<file path="src/rtl/vga_fb_fetch_if.sv">
// Bus bundle between the frame-buffer fetch controller, the memory read port
// and the write side of the pixel FIFO.
interface vga_fb_fetch_if #(
    parameter int AW = 32,
    parameter int DW = 16
);
    logic          mem_read;
    logic [AW-1:0] mem_addr;
    logic          mem_ready;
    logic          mem_rvalid;
    logic [DW-1:0] mem_rdata;
    logic          fifo_write;
    logic [DW-1:0] fifo_din;
    logic          fifo_full;
    logic          fifo_afull;

    modport master (
        output mem_read, mem_addr, fifo_write, fifo_din,
        input  mem_ready, mem_rvalid, mem_rdata, fifo_full, fifo_afull
    );

    modport slave (
        input  mem_read, mem_addr, fifo_write, fifo_din,
        output mem_ready, mem_rvalid, mem_rdata, fifo_full, fifo_afull
    );
endinterface

</file>
<file path="src/rtl/vga_fb_fetch.sv">
// Frame-buffer fetch controller: streams one frame of pixel words from memory
// into the VGA pixel FIFO, throttled by FIFO almost-full and a read credit limit.
module vga_fb_fetch #(
    parameter int AW         = 32,
    parameter int DW         = 16,
    parameter int H_ACT      = 640,
    parameter int V_ACT      = 480,
    parameter int MAX_OUTSTD = 4
) (
    input  logic          clk,
    input  logic          rst,
    input  logic          frame_start,
    input  logic [AW-1:0] fb_base,
    vga_fb_fetch_if.master bus,
    output logic          busy,
    output logic          frame_done,
    output logic          err_overrun,
    output logic          err_late
);
    localparam int TOTAL = H_ACT * V_ACT;
    localparam int CW    = $clog2(TOTAL + 1);

    typedef enum logic [1:0] {S_IDLE, S_FETCH, S_DRAIN} state_t;

    state_t        r_state, w_next;
    logic [AW-1:0] r_base;
    logic [CW-1:0] r_req_cnt, r_wr_cnt;
    logic [3:0]    r_outstd;
    logic          r_hold;
    logic          r_wr_pend;
    logic [DW-1:0] r_din;
    logic          r_frame_done, r_err_overrun, r_err_late;

    logic          w_mem_read, w_accept, w_rvalid_act, w_ret, w_start, w_last_wr;
    logic [AW-1:0] w_mem_addr;

    // A frame_start coinciding with the frame_done cycle belongs to the old frame.
    assign w_start      = frame_start && (r_state == S_IDLE) && !r_frame_done;
    assign w_accept     = w_mem_read && bus.mem_ready;
    assign w_rvalid_act = bus.mem_rvalid && (r_state != S_IDLE);
    assign w_ret        = w_rvalid_act && (r_outstd != 4'd0);
    assign w_last_wr    = (r_state == S_DRAIN) && w_rvalid_act &&
                          (r_wr_cnt == CW'(TOTAL - 1));

    always_ff @(posedge clk) begin
        if (rst) r_state <= S_IDLE;
        else     r_state <= w_next;
    end

    always_comb begin
        // NOTE: default first so every path assigns w_next and no latch is inferred.
        w_next = r_state;
        unique case (r_state)
            S_IDLE:  if (w_start) w_next = S_FETCH;
            S_FETCH: if (w_accept && (r_req_cnt == CW'(TOTAL - 1))) w_next = S_DRAIN;
            S_DRAIN: if (w_last_wr) w_next = S_IDLE;
            default: w_next = S_IDLE;
        endcase
    end

    // A request already on the bus is held until accepted, regardless of credits/afull.
    always_comb begin
        w_mem_read = 1'b0;
        w_mem_addr = '0;
        if (r_state == S_FETCH) begin
            w_mem_read = r_hold ||
                         ((r_outstd < 4'(MAX_OUTSTD)) && !bus.fifo_afull);
            w_mem_addr = r_base + AW'(r_req_cnt) * AW'(DW / 8);
        end
    end

    assign bus.mem_read   = w_mem_read;
    assign bus.mem_addr   = w_mem_addr;
    assign bus.fifo_write = r_wr_pend && !bus.fifo_full;
    assign bus.fifo_din   = r_din;
    assign busy           = (r_state != S_IDLE);
    assign frame_done     = r_frame_done;
    assign err_overrun    = r_err_overrun;
    assign err_late       = r_err_late;

    always_ff @(posedge clk) begin
        // NOTE: sequential state uses non-blocking assignments so all registers update together.
        if (rst) begin
            r_base        <= '0;
            r_req_cnt     <= '0;
            r_wr_cnt      <= '0;
            r_outstd      <= '0;
            r_hold        <= 1'b0;
            r_wr_pend     <= 1'b0;
            r_din         <= '0;
            r_frame_done  <= 1'b0;
            r_err_overrun <= 1'b0;
            r_err_late    <= 1'b0;
        end else begin
            r_hold       <= w_mem_read && !bus.mem_ready;
            r_wr_pend    <= w_rvalid_act;
            r_frame_done <= w_last_wr;
            if (w_rvalid_act) r_din <= bus.mem_rdata;

            if (w_start) begin
                r_base    <= fb_base;
                r_req_cnt <= '0;
                r_wr_cnt  <= '0;
            end else begin
                if (w_accept)     r_req_cnt <= r_req_cnt + CW'(1);
                if (w_rvalid_act) r_wr_cnt  <= r_wr_cnt + CW'(1);
            end

            unique case ({w_accept, w_ret})
                2'b10:   r_outstd <= r_outstd + 4'd1;
                2'b01:   r_outstd <= r_outstd - 4'd1;
                default: r_outstd <= r_outstd;
            endcase

            // Dropped words still count toward the frame so it always terminates.
            if (r_wr_pend && bus.fifo_full) r_err_overrun <= 1'b1;
            if (frame_start && ((r_state != S_IDLE) || r_frame_done)) r_err_late <= 1'b1;
        end
    end
endmodule

</file>
<file path="src/flat_wrapper.sv">
// flat-port wrapper written by rule: the top's interface ports become plain ports
module vga_fb_fetch_flat 
#(
    parameter int AW         = 32,
    parameter int DW         = 16,
    parameter int H_ACT      = 640,
    parameter int V_ACT      = 480,
    parameter int MAX_OUTSTD = 4
)
  (clk, rst, frame_start, fb_base, busy, frame_done, err_overrun, err_late, bus_mem_read, bus_mem_addr, bus_fifo_write, bus_fifo_din, bus_mem_ready, bus_mem_rvalid, bus_mem_rdata, bus_fifo_full, bus_fifo_afull);
  vga_fb_fetch_if #(.AW(AW), .DW(DW)) bus_i ();
  input  logic clk;
  input  logic rst;
  input  logic frame_start;
  input  logic [AW-1:0] fb_base;
  output logic busy;
  output logic frame_done;
  output logic err_overrun;
  output logic err_late;
  output wire logic [$bits(bus_i.mem_read)-1:0] bus_mem_read;
  output wire logic [$bits(bus_i.mem_addr)-1:0] bus_mem_addr;
  output wire logic [$bits(bus_i.fifo_write)-1:0] bus_fifo_write;
  output wire logic [$bits(bus_i.fifo_din)-1:0] bus_fifo_din;
  input wire logic [$bits(bus_i.mem_ready)-1:0] bus_mem_ready;
  input wire logic [$bits(bus_i.mem_rvalid)-1:0] bus_mem_rvalid;
  input wire logic [$bits(bus_i.mem_rdata)-1:0] bus_mem_rdata;
  input wire logic [$bits(bus_i.fifo_full)-1:0] bus_fifo_full;
  input wire logic [$bits(bus_i.fifo_afull)-1:0] bus_fifo_afull;
  assign bus_mem_read = bus_i.mem_read;
  assign bus_mem_addr = bus_i.mem_addr;
  assign bus_fifo_write = bus_i.fifo_write;
  assign bus_fifo_din = bus_i.fifo_din;
  assign bus_i.mem_ready = bus_mem_ready;
  assign bus_i.mem_rvalid = bus_mem_rvalid;
  assign bus_i.mem_rdata = bus_mem_rdata;
  assign bus_i.fifo_full = bus_fifo_full;
  assign bus_i.fifo_afull = bus_fifo_afull;
  vga_fb_fetch #(.AW(AW), .DW(DW), .H_ACT(H_ACT), .V_ACT(V_ACT), .MAX_OUTSTD(MAX_OUTSTD)) u_core (.clk(clk), .rst(rst), .frame_start(frame_start), .fb_base(fb_base), .bus(bus_i), .busy(busy), .frame_done(frame_done), .err_overrun(err_overrun), .err_late(err_late));
endmodule
</file>
<file path="config.mk">
export PLATFORM = sky130hd
export DESIGN_NAME = vga_fb_fetch_flat
export DESIGN_NICKNAME = d
export VERILOG_FILES = /design/src/rtl/vga_fb_fetch_if.sv /design/src/rtl/vga_fb_fetch.sv /design/src/flat_wrapper.sv
export SDC_FILE = /design/constraint.sdc
export NUM_CORES = 1
export LEC_CHECK = 0
export BUFFER_PORTS_ARGS = -buffer_cell sky130_fd_sc_hd__buf_2
export CAP_MARGIN = 30
export CORE_ASPECT_RATIO = 1.25
export CORE_MARGIN = 2
export CORE_UTILIZATION = 50
export CTS_BUF_LIST = sky130_fd_sc_hd__clkbuf_4 sky130_fd_sc_hd__clkbuf_8 sky130_fd_sc_hd__clkbuf_16
export DETAILED_ROUTE_END_ITERATION = 8
export PLACE_DENSITY = 0.78
export RECOVER_POWER = 100
export SETUP_SLACK_MARGIN = 0.1
export SYNTH_ARGS = -nofsm -noshare
export SYNTH_HDL_FRONTEND = slang
export SYNTH_SLANG_ARGS = --single-unit
</file>
<file path="constraint.sdc">
create_clock -name clk -period 2.9 [get_ports clk]
set_clock_uncertainty 0.05 [all_clocks]
set_input_delay 0.435 -clock clk [delete_from_list [all_inputs] [get_ports clk]]
set_output_delay 0.435 -clock clk [all_outputs]
set_load 0.01 [all_outputs]
</file>
* Word level (Yosys, flattened, before mapping)
Index checks and enable logic that the tools add are counted.
** Cells by class
- $add $sub $neg :: 5
- $lt $le $gt $ge :: 1
- Equality and inequality tests :: 9
- Mux-type cells :: 7
- Reductions and logical operators :: 25
** Operators with widths (count)
- adder 19 x 1 -> 19 bit, second input constant :: 2
- == test 19 bit, second input constant :: 2
- adder 32 x 20 -> 32 bit :: 1
- 2-to-1 mux 32 bit :: 1
- logical AND 1 bit :: 13
- one-hot mux 4 bit (2 select lines) :: 1
- 2-to-1 mux 2 bit :: 3
- inequality test 2 x 1 -> 1 bit, second input constant :: 3
- one-hot mux 2 bit (3 select lines) :: 1
- adder 4 x 1 -> 4 bit, second input constant :: 1
- == test 2 x 1 -> 1 bit, second input constant :: 2
- == test 2 bit, second input constant :: 2
- logical NOT 1 bit :: 4
- < comparator 4 x 3 -> 1 bit, second input constant :: 1
- nonzero test 2 bit :: 2
- nonzero test 4 bit :: 1
- subtractor 4 x 1 -> 4 bit, second input constant :: 1
- AND reduction 3 bit :: 1
- logical NOT 2 bit :: 1
- logical OR 1 bit :: 2
- OR reduction 2 bit :: 1
- 2-to-1 mux 1 bit :: 1
** Storage, ports and cells
- Register bits after elaboration :: 97
- Input bits :: 55
- Output and inout bits :: 54
- Logic and storage cells :: 58

* Logic depth before layout (Yosys ltp)
- Depth in word-level cells :: 8
- Mapped depth :: 12
- Mapped depth without buffers :: 10

* Worst setup path after synthesis
No wires, ideal clock.
- Path kind :: flip-flop to output port
- Start point :: register u_core.r_req_cnt[0]
- End point :: output bus_mem_addr[19]
- Data arrival time :: 2549 ps
- Required time :: 2415 ps
- Slack :: -134 ps
- Cell stages (with the launch flop) :: 9
- Buffers on the path :: 0
- Path through :: dfxtp_1 > ha_1 > fa_1 > a211oi_1 > o31ai_2 > a311oi_2 > o21ai_0 > a21oi_1 > mux2i_1
** Between the ends
- Cells in the longest elaborated chain, start to end :: 2
** RTL lines
- start, declared :: RTL line vga_fb_fetch.sv:27 : logic [CW-1:0] r_req_cnt, r_wr_cnt;
- start signal, assigned :: RTL line vga_fb_fetch.sv:105 : if (w_accept) r_req_cnt <= r_req_cnt + CW'(1);
- adder 32 x 20 -> 32 bit :: RTL line vga_fb_fetch.sv:68 : w_mem_addr = r_base + AW'(r_req_cnt) * AW'(DW / 8);
- 2-to-1 mux 32 bit :: RTL line vga_fb_fetch.sv:65 : if (r_state == S_FETCH) begin
- end, declared :: RTL line flat_wrapper.sv:21 : output wire logic [$bits(bus_i.mem_addr)-1:0] bus_mem_addr;
Every way passes these cells.

* Worst setup path after layout
- Start point :: register u_core.r_base[1]
- End point :: output bus_mem_addr[19]
** Between the ends
- Cells in the longest elaborated chain, start to end :: 2
** RTL lines
- start, declared :: RTL line vga_fb_fetch.sv:26 : logic [AW-1:0] r_base;
- start signal, assigned :: RTL line vga_fb_fetch.sv:101 : r_base <= fb_base;
- adder 32 x 20 -> 32 bit :: RTL line vga_fb_fetch.sv:68
- 2-to-1 mux 32 bit :: RTL line vga_fb_fetch.sv:65
Every way passes these cells.

==> results.toml <==
[floorplan]
dieWidth_um = 98.4
die_area_um2 = 12000
fp.dieH_um = 122
start_util = 0.508
rows = 43
core_area_um2 = 11000
pin_count = 109

[route]
wl_per_cell_um = 15.3
highest_layer = "met4"
wl_met3_um = 793
via_count = 5658
first_pass_iters = 6
drt_iter0_drc = 275
m1WireLength_um = 6100
drc = 0
vias_per_cell = 5.62
ant_nets = 0
wirelength_um = 15400
wl_met2_um = 7930

[global_route]
grt_start_max_net_pins = 45
grt_pass1_wl_um = 24200
grt_overflow_total = 0
track_usage = 0.244
grt_pass1_vias = 5353
antenna_found_initial = 0

[final_layout]
diodes = 0
nNetsFinal = 946
area.growth.synth_to_final_pct = 26.5
layout-drive-gt1-share = 0.246
nFillCells = 997
fin_cells = 1006
multi_input_area_um2 = 3740
seq_area_um2 = 1970
finalInstanceArea_um2 = 7050

[logic_synthesis]
netlist_area_um2 = 5570
synth_flop_cell = "dfxtp_1"
netlist_instances = 736
ys_seq_area_frac = 0.348
synth-edff-count = 0
async_flop_share = 0
syn_nets = 816
synth.distinct_cells = 63
avgSynthCellArea_um2 = 7.57
synth_seq_cells = 97
ys_warn_count = 0

[sta]
rsz0062_at_grt = "true"
layout_min_cycle_time_ns = 3.22
worst_slack_ns = -0.318
hold_viol = 0
timing_worst_slew_pin_value_ns = 1.96
period_share = 1.11
drv_slew = 45
setup_viol = 20
fmax_mhz = 311
relSlewSlack = -0.306
whs_ns = 0.246

[critical_path]
arrival_ns = 2.73
r2r_cells = 7
path_class = "flop to output port"
timing.critical_path.from = "u_core.r_base[1]"
cp-endpoint = "bus_mem_addr[19]"
end_kind = "output port"
crit_path_max_fanout = 6
critPathLaunchType = "flop"
rr_startpoint = "u_core.r_state[1]"
timing.rr.end = "u_core.r_req_cnt[2]"
reg2reg_slack_ns = 0.33
critPathRequiredTime_ns = 2.41

[placement]
placed_area_um2 = 6370
place_congestion = 0.978
hpwl_um = 10700
dp_cells = 973
numPortBuffers = 108

[cts]
cts_inserted_buffers = 9
h-tree-depth = 3
clockBufferDepth = 2
cts.sinks = 97
cts_tree = "done"
cts_root_buffer = "clkbuf_16"
clock_latency_ns = 0.34
clk_pin_slew_ns = 0.06

[power]
ir_drop_mv = 0.416
power_density_nw_per_um2 = 403
leakagePower_nw = 2.67

[status]
violations = "max-capacitance violations, max-slew violations, negative setup slack"
outcome = "finished with violations"

[worst_hold_path]
min_from = "bus_mem_ready"
holdCritPathClass = "input port to flop"

[run]
maxCapViolCount = 1
-- sequential cells by signal (all words and copies together) (netlist names), 2 cells and up --
name / cells
u_core.r_wr_cnt: 19
u_core.r_outstd: 4
u_core.r_state: 2
u_core.bus.fifo_din: 16
u_core.r_base: 32
u_core.r_req_cnt: 19
-- worst max-delay path, cell delays in order, from the launching register on --
cell and delay, ns:
dfxtp_2 0.34, ha_4 0.16, fa_2 0.37, a211oi_4 0.29, o31ai_4 0.14, a311oi_2 0.29
buf_4 0.22, o21ai_4 0.07, a21oi_2 0.15, mux2i_1 0.21, buf_2 0.15
-- cells in the mapped netlist, drive strengths merged (8+ instances only) --
library cell,n,area share
buf,8,0.0094
xnor2,26,0.041
xor2,24,0.038
nand3,26,0.023
nor2b,9,0.011
nand2,142,0.096
a21oi,83,0.075
dfxtp,97,0.35
nor2,83,0.056
nor3,18,0.017
ha,24,0.054
or3,10,0.012
and2,12,0.013
nand4,22,0.025
clkbuf,30,0.020
and3,8,0.0090
o21ai,19,0.017
-- cell families after synthesis --
group           count (synthesis)  share of synthesized area
fa+ha+maj                      25                     0.0575
mux                             4                    0.00718
xor+xnor                       50                     0.0786
simple gates                  360                      0.304
compound gates                155                      0.170
buf+inv                        45                     0.0348
flops                          97                      0.348
-- placed cells by master, fill, tap and decap left out, drive strengths merged, types with 8 or more instances in the layout --
cell type | netlist | layout
nand3 | 26 | 26
inv | 7 | 8
dfxtp | 97 | 97
and2 | 12 | 12
or3 | 10 | 10
nor2 | 83 | 83
buf | 8 | 125
and3 | 8 | 8
xnor2 | 26 | 26
nand4 | 22 | 22
ha | 24 | 24
clkbuf | 30 | 42
a21oi | 83 | 83
nand2 | 142 | 142
xor2 | 24 | 24
nor2b | 9 | 9
nor3 | 18 | 18
o21ai | 19 | 19
-- repair_timing --
action                     4_1_cts  5_1_grt
setup endpoints to repair       23       23
pin swaps                       17       17
gates resized for setup         63       22
hold buffers                     0        0
buffers inserted                11        7
-- worst min path at each step --
stage	to	slack, ns	cells past startpoint
final	u_core.r_hold	0.25	2
after CTS	u_core.r_hold	0.24	2
after floorplan	u_core.r_base[0]	0.38	2
after global routing	u_core.r_hold	0.25	2
after global placement	u_core.bus.fifo_din[4]	0.39	2
after detailed placement	u_core.bus.fifo_din[14]	0.39	2
-- metrics by stage --
step / total power [mW] / util / TNS (ns) / worst slack (ns)
after floorplan: 1.63 / - / 0 / 0.112
after global placement: 1.76 / 0.580 / 0 / 0.0257
after detailed placement: 1.76 / 0.580 / -0.176 / -0.0495
after CTS: 2.85 / 0.635 / -1.71 / -0.252
after global routing: 2.95 / 0.642 / -4.38 / -0.408
final: 2.84 / 0.642 / -2.59 / -0.318
-- where the power goes --
group	leakage [nW]	internal [mW]	total (mW)	switching, mW
logic	1.74	0.134	0.333	0.199
clock network	0.132	0.592	1.09	0.502
registers	0.796	1.37	1.42	0.0456
total	2.67	2.10	2.84	0.747
-- per-layer routing --
layer | global-route usage | up-vias
li1 | - | 2818
met1 | 0.278 | 2583
met2 | 0.447 | 211
met3 | 0.0407 | 46
met4 | 0.107 | 0
met5 | 0 | -
-- layout make-up --
class / count / area share
sequential: 97 / 0.279
timing repair buffer: 157 / 0.123
clock inverter: 6 / 0.00603
multi-input combinational: 594 / 0.531
inverter: 7 / 0.00408
clock buffer: 10 / 0.0330
tap: 135 / 0.0240
Note: power is estimated with default switching activity, not from simulation.
